## config.mk

```make
export PLATFORM = sky130hd
export DESIGN_NAME = reg_writeback
export DESIGN_NICKNAME = d
export VERILOG_FILES = /design/src/rtl/rv_wb_pkg.sv /design/src/rtl/wb_fifo.sv /design/src/rtl/reg_writeback.sv
export SDC_FILE = /design/constraint.sdc
export NUM_CORES = 1
export LEC_CHECK = 0
export ABC_AREA = 1
export ABC_CLOCK_PERIOD_IN_PS = 12300
export BUFFER_PORTS_ARGS = -buffer_cell sky130_fd_sc_hd__buf_2
export CAP_MARGIN = 5
export CORE_MARGIN = 4
export CORE_UTILIZATION = 56
export DETAILED_ROUTE_END_ITERATION = 8
export GPL_TIMING_DRIVEN = 0
export PLACE_DENSITY = 0.91
export SLEW_MARGIN = 5
export SYNTH_ARGS = -nofsm -noshare
export SYNTH_HDL_FRONTEND = slang
export SYNTH_SLANG_ARGS = --single-unit
export TNS_END_PERCENT = 1
```

## constraint.sdc

```tcl
create_clock -name clk -period 12.3 [get_ports clk]
set_clock_uncertainty 0.2 [all_clocks]
set_input_delay 3.075 -clock clk [delete_from_list [all_inputs] [get_ports clk]]
set_output_delay 3.075 -clock clk [all_outputs]
set_load 0.05 [all_outputs]
```

## src/rtl/rv_wb_pkg.sv

```systemverilog
// Shared types and constants for the register write-back buffer.
package rv_wb_pkg;

    localparam int unsigned XLEN      = 64;
    localparam int unsigned REG_IDX_W = 5;

    // One pending register-file write.
    typedef struct packed {
        logic [REG_IDX_W-1:0] rd;
        logic [XLEN-1:0]      data;
    } wb_entry_t;

    // Buffer occupancy states.
    localparam logic [1:0] OCC_EMPTY   = 2'd0;
    localparam logic [1:0] OCC_PARTIAL = 2'd1;
    localparam logic [1:0] OCC_FULL    = 2'd2;

endpackage : rv_wb_pkg

```

## src/rtl/wb_fifo.sv

```systemverilog
// Pending-write storage: circular buffer of {rd, data} with occupancy tracking.
// All entries are exposed so the parent can search them for forwarding.
module wb_fifo
    import rv_wb_pkg::*;
#(
    parameter int unsigned WIDTH = XLEN,
    parameter int unsigned DEPTH = 4,
    localparam int unsigned PTR_W = $clog2(DEPTH),
    localparam int unsigned CNT_W = $clog2(DEPTH) + 1
) (
    input  logic                              clk,
    input  logic                              reset,
    input  logic                              push,
    input  logic [REG_IDX_W-1:0]              push_rd,
    input  logic [WIDTH-1:0]                  push_data,
    input  logic                              pop,
    output logic                              empty_c,
    output logic                              full_c,
    output logic [REG_IDX_W-1:0]              head_rd_c,
    output logic [WIDTH-1:0]                  head_data_c,
    output logic [PTR_W-1:0]                  rd_ptr,
    output logic [CNT_W-1:0]                  count,
    output logic [DEPTH-1:0][REG_IDX_W-1:0]   ent_rd,
    output logic [DEPTH-1:0][WIDTH-1:0]       ent_data
);

    logic [PTR_W-1:0]                rd_ptr_q, rd_ptr_d;
    logic [PTR_W-1:0]                wr_ptr_q, wr_ptr_d;
    logic [CNT_W-1:0]                count_q, count_d;
    logic [1:0]                      occ_q, occ_d;
    logic [DEPTH-1:0][REG_IDX_W-1:0] rd_mem_q, rd_mem_d;
    logic [DEPTH-1:0][WIDTH-1:0]     data_mem_q, data_mem_d;

    // Next-state: storage writes, pointer advance (natural modulo-DEPTH wrap), count and occupancy.
    always_comb begin
        rd_ptr_d   = rd_ptr_q;
        wr_ptr_d   = wr_ptr_q;
        count_d    = count_q;
        occ_d      = occ_q;
        rd_mem_d   = rd_mem_q;
        data_mem_d = data_mem_q;

        if (push) begin
            rd_mem_d[wr_ptr_q]   = push_rd;
            data_mem_d[wr_ptr_q] = push_data;
            wr_ptr_d             = wr_ptr_q + PTR_W'(1);
        end
        if (pop) begin
            rd_ptr_d = rd_ptr_q + PTR_W'(1);
        end

        case ({push, pop})
            2'b10:   count_d = count_q + CNT_W'(1);
            2'b01:   count_d = count_q - CNT_W'(1);
            default: count_d = count_q;
        endcase

        if (count_d == CNT_W'(0)) begin
            occ_d = OCC_EMPTY;
        end else if (count_d == CNT_W'(DEPTH)) begin
            occ_d = OCC_FULL;
        end else begin
            occ_d = OCC_PARTIAL;
        end
    end

    // State register; reset drops every pending entry.
    always_ff @(posedge clk or posedge reset) begin
        if (reset) begin
            rd_ptr_q   <= '0;
            wr_ptr_q   <= '0;
            count_q    <= '0;
            occ_q      <= OCC_EMPTY;
            rd_mem_q   <= '0;
            data_mem_q <= '0;
        end else begin
            rd_ptr_q   <= rd_ptr_d;
            wr_ptr_q   <= wr_ptr_d;
            count_q    <= count_d;
            occ_q      <= occ_d;
            rd_mem_q   <= rd_mem_d;
            data_mem_q <= data_mem_d;
        end
    end

    // Head view reads as zero when nothing is pending.
    always_comb begin
        empty_c     = (occ_q == OCC_EMPTY);
        full_c      = (occ_q == OCC_FULL);
        head_rd_c   = empty_c ? REG_IDX_W'(0) : rd_mem_q[rd_ptr_q];
        head_data_c = empty_c ? WIDTH'(0)     : data_mem_q[rd_ptr_q];
    end

    assign rd_ptr   = rd_ptr_q;
    assign count    = count_q;
    assign ent_rd   = rd_mem_q;
    assign ent_data = data_mem_q;

endmodule : wb_fifo

```

## src/rtl/reg_writeback.sv

```systemverilog
// Register write-back stage: buffers memory-stage results and drains them to
// the register file in order, stalling while the write port is held.
// Define REG_WB_FWD_EN to compile in forwarding from the pending buffer;
// otherwise the fwd_* outputs are tied to zero.
module reg_writeback
    import rv_wb_pkg::*;
#(
    parameter int unsigned WIDTH = 64,
    parameter int unsigned DEPTH = 4
) (
    input  logic                 clk,
    input  logic                 reset,
    input  logic                 in_valid,
    output logic                 in_ready,
    input  logic [REG_IDX_W-1:0] in_rd,
    input  logic [WIDTH-1:0]     in_data,
    input  logic                 wb_hold,
    output logic                 regWrite,
    output logic [REG_IDX_W-1:0] writeReg,
    output logic [WIDTH-1:0]     dataWrite,
    input  logic [REG_IDX_W-1:0] fwd_rs1,
    input  logic [REG_IDX_W-1:0] fwd_rs2,
    output logic                 fwd_hit1,
    output logic                 fwd_hit2,
    output logic [WIDTH-1:0]     fwd_data1,
    output logic [WIDTH-1:0]     fwd_data2
);

    localparam int unsigned PTR_W = $clog2(DEPTH);
    localparam int unsigned CNT_W = $clog2(DEPTH) + 1;

    logic                            push_c;
    logic                            pop_c;
    logic                            empty_c;
    logic                            full_c;
    logic [REG_IDX_W-1:0]            head_rd_c;
    logic [WIDTH-1:0]                head_data_c;
    logic [PTR_W-1:0]                rd_ptr;
    logic [CNT_W-1:0]                count;
    logic [DEPTH-1:0][REG_IDX_W-1:0] ent_rd;
    logic [DEPTH-1:0][WIDTH-1:0]     ent_data;

    // Handshake: ready depends only on occupancy; x0 writes are accepted but dropped.
    always_comb begin
        in_ready  = !full_c;
        push_c    = in_valid && in_ready && (in_rd != REG_IDX_W'(0));
        regWrite  = !empty_c && !wb_hold;
        pop_c     = regWrite;
        writeReg  = head_rd_c;
        dataWrite = head_data_c;
    end

    wb_fifo #(
        .WIDTH (WIDTH),
        .DEPTH (DEPTH)
    ) u_fifo (
        .clk         (clk),
        .reset       (reset),
        .push        (push_c),
        .push_rd     (in_rd),
        .push_data   (in_data),
        .pop         (pop_c),
        .empty_c     (empty_c),
        .full_c      (full_c),
        .head_rd_c   (head_rd_c),
        .head_data_c (head_data_c),
        .rd_ptr      (rd_ptr),
        .count       (count),
        .ent_rd      (ent_rd),
        .ent_data    (ent_data)
    );

`ifdef REG_WB_FWD_EN
    // Forwarding: walk entries oldest to youngest so the youngest match wins.
    always_comb begin
        logic [PTR_W-1:0] idx;
        idx       = '0;
        fwd_hit1  = 1'b0;
        fwd_hit2  = 1'b0;
        fwd_data1 = '0;
        fwd_data2 = '0;
        for (int unsigned k = 0; k < DEPTH; k++) begin
            idx = rd_ptr + PTR_W'(k);
            if (CNT_W'(k) < count) begin
                if ((fwd_rs1 != REG_IDX_W'(0)) && (ent_rd[idx] == fwd_rs1)) begin
                    fwd_hit1  = 1'b1;
                    fwd_data1 = ent_data[idx];
                end
                if ((fwd_rs2 != REG_IDX_W'(0)) && (ent_rd[idx] == fwd_rs2)) begin
                    fwd_hit2  = 1'b1;
                    fwd_data2 = ent_data[idx];
                end
            end
        end
    end
`else
    // Forwarding compiled out; ports stay for a uniform interface.
    logic unused_fwd;
    assign unused_fwd = ^{fwd_rs1, fwd_rs2, rd_ptr, count, ent_rd, ent_data};
    assign fwd_hit1   = 1'b0;
    assign fwd_hit2   = 1'b0;
    assign fwd_data1  = '0;
    assign fwd_data2  = '0;
`endif

endmodule : reg_writeback

```

==> impl_results.md, run 1 <==
* Gate count of the mapped netlist at slightly below 2000
* Most frequent cells in the layout: nand2_1, dfrtp_1, nor2_1
* Endpoints failing hold at 0
* Clock sinks at 285
* Antenna violations before repair at 0
* Max VDD drop at 0.000324 V
* Die width at about 170 um
* Cell Pwr Density at 305 nW/um^2
* Hold Crit Class: reg -> reg
* Synth cell types at 21
* Synth warn at 0
* Unrepaired setup endpoints after global routing: no
* Worst path required time at around 9 ns
* Flops & latches, synth at roughly 290
* Layout area overhead at 18.1%
* Dpl ws at 5.12 ns
* Worst EP arrival at between 3 and 4 ns
* Pin count of the biggest net entering global routing at between 100 and 150
* Clock transition at path regs at ~0.06 ns
* Final wirelength at 46500 um
* WHS at about 0.27 ns
* Tcrit/Tclk final at 58.4%
* Most used cell, CP: buf_2
* Num CTS Buffers at 30
* Drt first-iter violations at 1871
* Fraction of layout cells with a size suffix above 1 at a little under a fifth
* Pleak at 9.57 nW
* Total gr overflow at 0
* Setup tns final at 0 ns
* Initial Util at 57.5%
* Fmax at 0.139 GHz
* Post-DP HPWL at about 32000 um
* Die area at between 20000 and 30000 um^2
* Root Buffer: clkbuf_16
* Vias per cell at between 5 and 6
* Most common cell after layout, fill and taps aside: nand2_1
* MaxCap Viol Count at 0
* IO Pins at ~280
* GRT Overall Usage at 30.3%
* Die height at 172 um
* Relative slew slack at between 50% and 60%
* CP cell instances: buf_2 -> nor2_1 -> buf_2
* Slowest cell on crit path: nor2_1
* Period minus WS final at 7.18 ns
* Post_cts resized at 0
* CTS tree: yes
* Fin worst setup slack at 5.12 ns
* Pins Over Slew Limit at 0
* # hold bufs at CTS at 0
* First-pass GRT wire length at ~73000 um
* Design area at approximately 18000 um^2
* Clk_lat worst skew at around 0.56 ns
* Core area at approximately 26000 um^2
* Final GP Congestion at 0.902
* ANT cells at 0
* Post-CTS Setup Bufs at 0
* Area after DPL at approximately 17000 um^2
* Max incr delay on CP at between 0.3 and 0.4 ns
* Via count at ~15000
* Vias in the first global route at roughly 14000
* Antenna-violating nets left at 0
* DR WL/cell at ~18 um
* Final Setup Violations at 0
* Buffers on Ports at 143
* Power consumption at 5.45 mW
* Register area share after synthesis at a little under half
* Peak fanout along the critical path at 4
* Pre-Repair DR Iteration Count at 6
* Critical Path Start Type: input port
* Placement row count at a little under 60
* Fin nets at 2352
* H-Tree Depth at 1
* DRC viols at 0
* CP Capture Type: primary output
* WS Path Type: in -> out
* Syn_area_per_cell at 7.75 um^2
* Netlist Area Pre-Place at 15200 um^2
* Max Buffers Root-to-Sink at 3
* Worst slew pin tran at 0.718 ns
* Status: finished, final reports clean
power by group:
part	switching (mW)	internal, mW	total (mW)
registers	0.238	1.37	1.61
clock network	0.382	0.578	0.960
logic	2.14	0.741	2.88
total	2.76	2.69	5.45
area by class of cell:
cell class	instances	area, um^2
Timing Repair Buffer	146	782
Tap cell	335	419
Inverter	14	60.1
Clock inverter	12	171
Multi-Input combinational cell	1481	6620
Sequential cell	285	7130
Buffer	305	1840
Fill cell	2157	8460
Clock buffer	41	873
critical path, delay by kind of cell:
family        cells  cell delay, ns
buf+inv           2            0.46
simple gates      1            0.38
layer usage:
metal	track usage, %	vias up	share of wire [%]
li1	-	6876	-
met1	39.2	6994	37
met2	49.1	1021	47
met3	7.13	163	12
met4	12.7	0	4.4
met5	0	-	0
path summary, 6_finish.rpt:
kind	from	endpoint	slack, ns	cells after the start
max	wb_hold	regWrite	5.12	3
min in group asynchronous	reset	u_fifo.ent_data[5]	2.33	2
max reg2reg	u_fifo.occ_q[1]	u_fifo.occ_q[1]	9.41	11
min reg2reg	u_fifo.ent_data[209]	u_fifo.ent_data[209]	0.27	2
max in group asynchronous	reset	u_fifo.ent_data[243]	8.61	3
min	u_fifo.ent_data[209]	u_fifo.ent_data[209]	0.27	2
cell usage after synthesis, drive strengths merged:
master / instances / area share (%)
a21boi: 1 / 0.074
a21oi: 70 / 2.3
buf: 238 / 10
clkbuf: 67 / 1.7
conb: 1 / 0.025
dfrtp: 285 / 47
fa: 1 / 0.13
ha: 5 / 0.41
inv: 14 / 0.35
nand2: 569 / 14
nand3: 6 / 0.30
nand3b: 1 / 0.050
nand4: 277 / 11
nor2: 280 / 6.9
o21ai: 139 / 4.6
xor2: 2 / 0.12
registers in the layout, indices dropped and copies added, names as in the netlist, named ones only:
name,cells
u_fifo.ent_data,256
u_fifo.ent_rd,20
u_fifo.count,2
u_fifo.occ_q,2
u_fifo.rd_ptr,2
u_fifo.wr_ptr_q,2
kinds of logic after synthesis:
group,after synthesis,synth area share [%]
other cells,1,0.0247
fa+ha+maj,6,0.545
compound gates,210,6.98
buf+inv,319,12.5
xor+xnor,2,0.116
simple gates,1133,32.8
flops,285,47.1
per-stage QoR:
stage	utilization, %	std cells
global route	67.9	2619
CTS	67.8	2618
global placement	63.6	2563
floorplan	-	2085
detailed placement	63.9	2565
finish	67.9	2619
Power figures use the tool's default switching activity.
==> inputs of run 2 (changes only) <==
Settings changed: ABC_AREA 1 to 0, ABC_CLOCK_PERIOD_IN_PS 12300 to 6500, CORE_UTILIZATION 56 to 50, PLACE_DENSITY 0.91 to 0.88.
Clock period 12.3 ns to 6.5 ns, I/O delays scaled along.
==> impl_results.md, run 2 <==
* Worst slew pin tran at 1.03 ns (+0.311 ns)
* Num CTS Buffers at 30 (unchanged)
* Post-DP HPWL at 20800 um (-36%)
* Post-synth EDFFs at 0 (unchanged)
* Synth area leaders: dfrtp_1, mux2_2, mux4_2, buf_4, nor2b_1
* Netlist Area Pre-Place at 13800 um^2 (-8.7%)
* Number of flip-flops in the largest register at 256 (unchanged)
* CTS tree: yes
* Total gr overflow at 0 (unchanged)
* Post-CTS Setup Bufs at 0 (unchanged)
* Pre-Repair DR Iteration Count at 4 (-2)
* Largest area contributor in the netlist: dfrtp_1
* Fin nets at 1320 (-44%)
* Via count at 8095 (-46%)
* Buffers on Ports at 142 (-0.70%)
* Fmax at roughly 0.2 GHz
* Max Buffers Root-to-Sink at 3 (unchanged)
* Antenna-violating nets left at 0 (unchanged)
* Post_cts resized at 0 (unchanged)
* Tcrit/Tclk final at about four fifths
* Clk_lat worst skew at 0.53 ns (-0.03 ns)
* WS Path Type: reg -> out
* Initial Util at 51.0% (-6.5 points)
* Most frequent cells in the layout: dfrtp_1, mux2_2, buf_2
* WHS at 0.296 ns (+0.0303 ns)
* Most frequent cells after synthesis: dfrtp_1, mux2_2, buf_4
* Most numerous cell in the Yosys netlist: dfrtp_1
* Relative slew slack at 31.1% (-21 points)
* GRT Overall Usage at 19.5% (-11 points)
* Hold Crit Class: reg -> reg
* First-pass GRT wire length at 48000 um (-34%)
* Post-synth top area share at 51.6% (+4.5 points)
* Die width at 174 um (+1.1%)
* Clock sinks at 285 (unchanged)
* Ys async rst share at 100% (unchanged)
* Peak fanout along the critical path at 10 (+6)
* Status: finished, final reports clean
* CP Capture Type: primary output
* Worst path required time at 4.68 ns (-4.34 ns)
* Core area at 27100 um^2 (+2.8%)
* Antenna violations before repair at 3 (+3)
* Flops & latches, synth at 285 (unchanged)
* Die height at 174 um (+1.1%)
* Period minus WS final at 5.12 ns
* Pin count of the biggest net entering global routing at 43 (-65%)
* Final wirelength at 29400 um (-37%)
* Register area share after synthesis at 51.6% (+4.5 points)
* Vias per cell at 4.99 (-13%)
* DR WL/cell at 18.1 um (+2.2%)
* Most common cell after layout, fill and taps aside: dfrtp_1
* Ys flop type: dfrtp_1
* Root Buffer: clkbuf_16
* MaxCap Viol Count at 0 (unchanged)
* Unrepaired setup endpoints after global routing: no
* Final GP Congestion at 0.748 (-17%)
* Endpoints failing hold at 0 (unchanged)
* IO Pins at 284 (unchanged)
* Pins Over Slew Limit at 0 (unchanged)
* Gate count of the mapped netlist at 921 (-53%)
* Placement row count at 60 (+1.7%)
* Vias in the first global route at 8810 (-39%)
* Synth warn at 0 (unchanged)
* H-Tree Depth at 1 (unchanged)
* Synth cell types at 29 (+38%)
* Clock transition at path regs at 0.06 ns (about the same)
* DRC viols at 0 (unchanged)
* Die area at 30400 um^2 (+2.2%)
* Drt first-iter violations at 398 (-79%)
* Final Setup Violations at 0 (unchanged)
* # hold bufs at CTS at 0 (unchanged)
* Worst EP arrival at 3.29 ns (-0.62 ns)
* Fillers at 2031 (-5.8%)
* Fraction of layout cells with a size suffix above 1 at 56.1% (+37 points)
* Layout area overhead at 20.3%
* ANT cells at 0 (unchanged)
* Syn_area_per_cell at 15.0 um^2 (+94%)
* Critical Path Start Type: flip-flop
-- run 2: metal layers --
| metal | track usage [%] | vias up | wire length [um] |
|---|---|---|---|
| li1 | - | 3651 | - |
| met1 | 24.6 | 4137 | 11700 |
| met2 | 34.5 | 258 | 15000 |
| met3 | 4.55 | 43 | 2210 |
| met4 | 3.79 | 6 | 413 |
| met5 | 0 | - | 45 |
-- run 2: cells by family (layout without fill, tap and decap cells) --
kind of cell	count (synthesis)	count (layout)	synth area share [%]
buffers and inverters	191	392	9.32
multiplexers	346	346	34.1
XOR/XNOR	5	5	0.317
flip-flops	285	285	51.6
AO/OA/AOI/OAI	9	9	0.606
other	1	130	0.0271
adder cells (fa/ha/maj)	6	6	0.597
AND/OR/NAND/NOR	78	78	3.53
-- run 2: worst paths after layout --
| kind | start | endpoint | slack (ns) | cells after the start |
|---|---|---|---|---|
| max | u_fifo.rd_ptr[0] | dataWrite[11] | 1.38 | 6 |
| min | u_fifo.ent_data[60] | u_fifo.ent_data[60] | 0.30 | 1 |
| max reg2reg | u_fifo.occ_q[1] | u_fifo.occ_q[1] | 3.12 | 9 |
| min reg2reg | u_fifo.ent_data[60] | u_fifo.ent_data[60] | 0.30 | 1 |
| max in group asynchronous | reset | u_fifo.ent_data[146] | 3.92 | 5 |
| min in group asynchronous | reset | u_fifo.ent_data[59] | 0.98 | 2 |
-- run 2: worst max-delay path: stages, from the launching register on --
cell and delay, ns:
dfrtp_1 0.32, buf_2 0.29, clkbuf_1 0.70, clkbuf_1 0.60, mux4_2 0.45, nor2b_1 0.16
buf_2 0.23
-- run 2: cell type report --
| cell class | count | area, um^2 | area share, % |
|---|---|---|---|
| Multi-Input combinational cell | 574 | 5900 | 35.4 |
| Clock inverter | 14 | 185 | 1.11 |
| Tap cell | 372 | 465 | 2.80 |
| Clock buffer | 38 | 822 | 4.94 |
| Inverter | 6 | 26.3 | 0.158 |
| Buffer | 185 | 1270 | 7.61 |
| Sequential cell | 285 | 7130 | 42.8 |
| Timing Repair Buffer | 149 | 851 | 5.11 |
-- run 2: through the flow --
stage               TNS [ns]  worst slack, ns  instances  cell area, um^2  utilization, %
floorplan                  0            0.898       1050            14300               -
global placement     -165.73           -0.608       1564            15500            57.2
detailed placement         0             1.84       1571            15600            57.7
CTS                        0             1.25       1623            16600            61.4
global route               0             1.12       1623            16600            61.4
finish                     0             1.38       1623            16600            61.4
Power of run 2 is not shown: default switching activity piles up to over one toggle a cycle in this logic, so the estimate is an artifact.
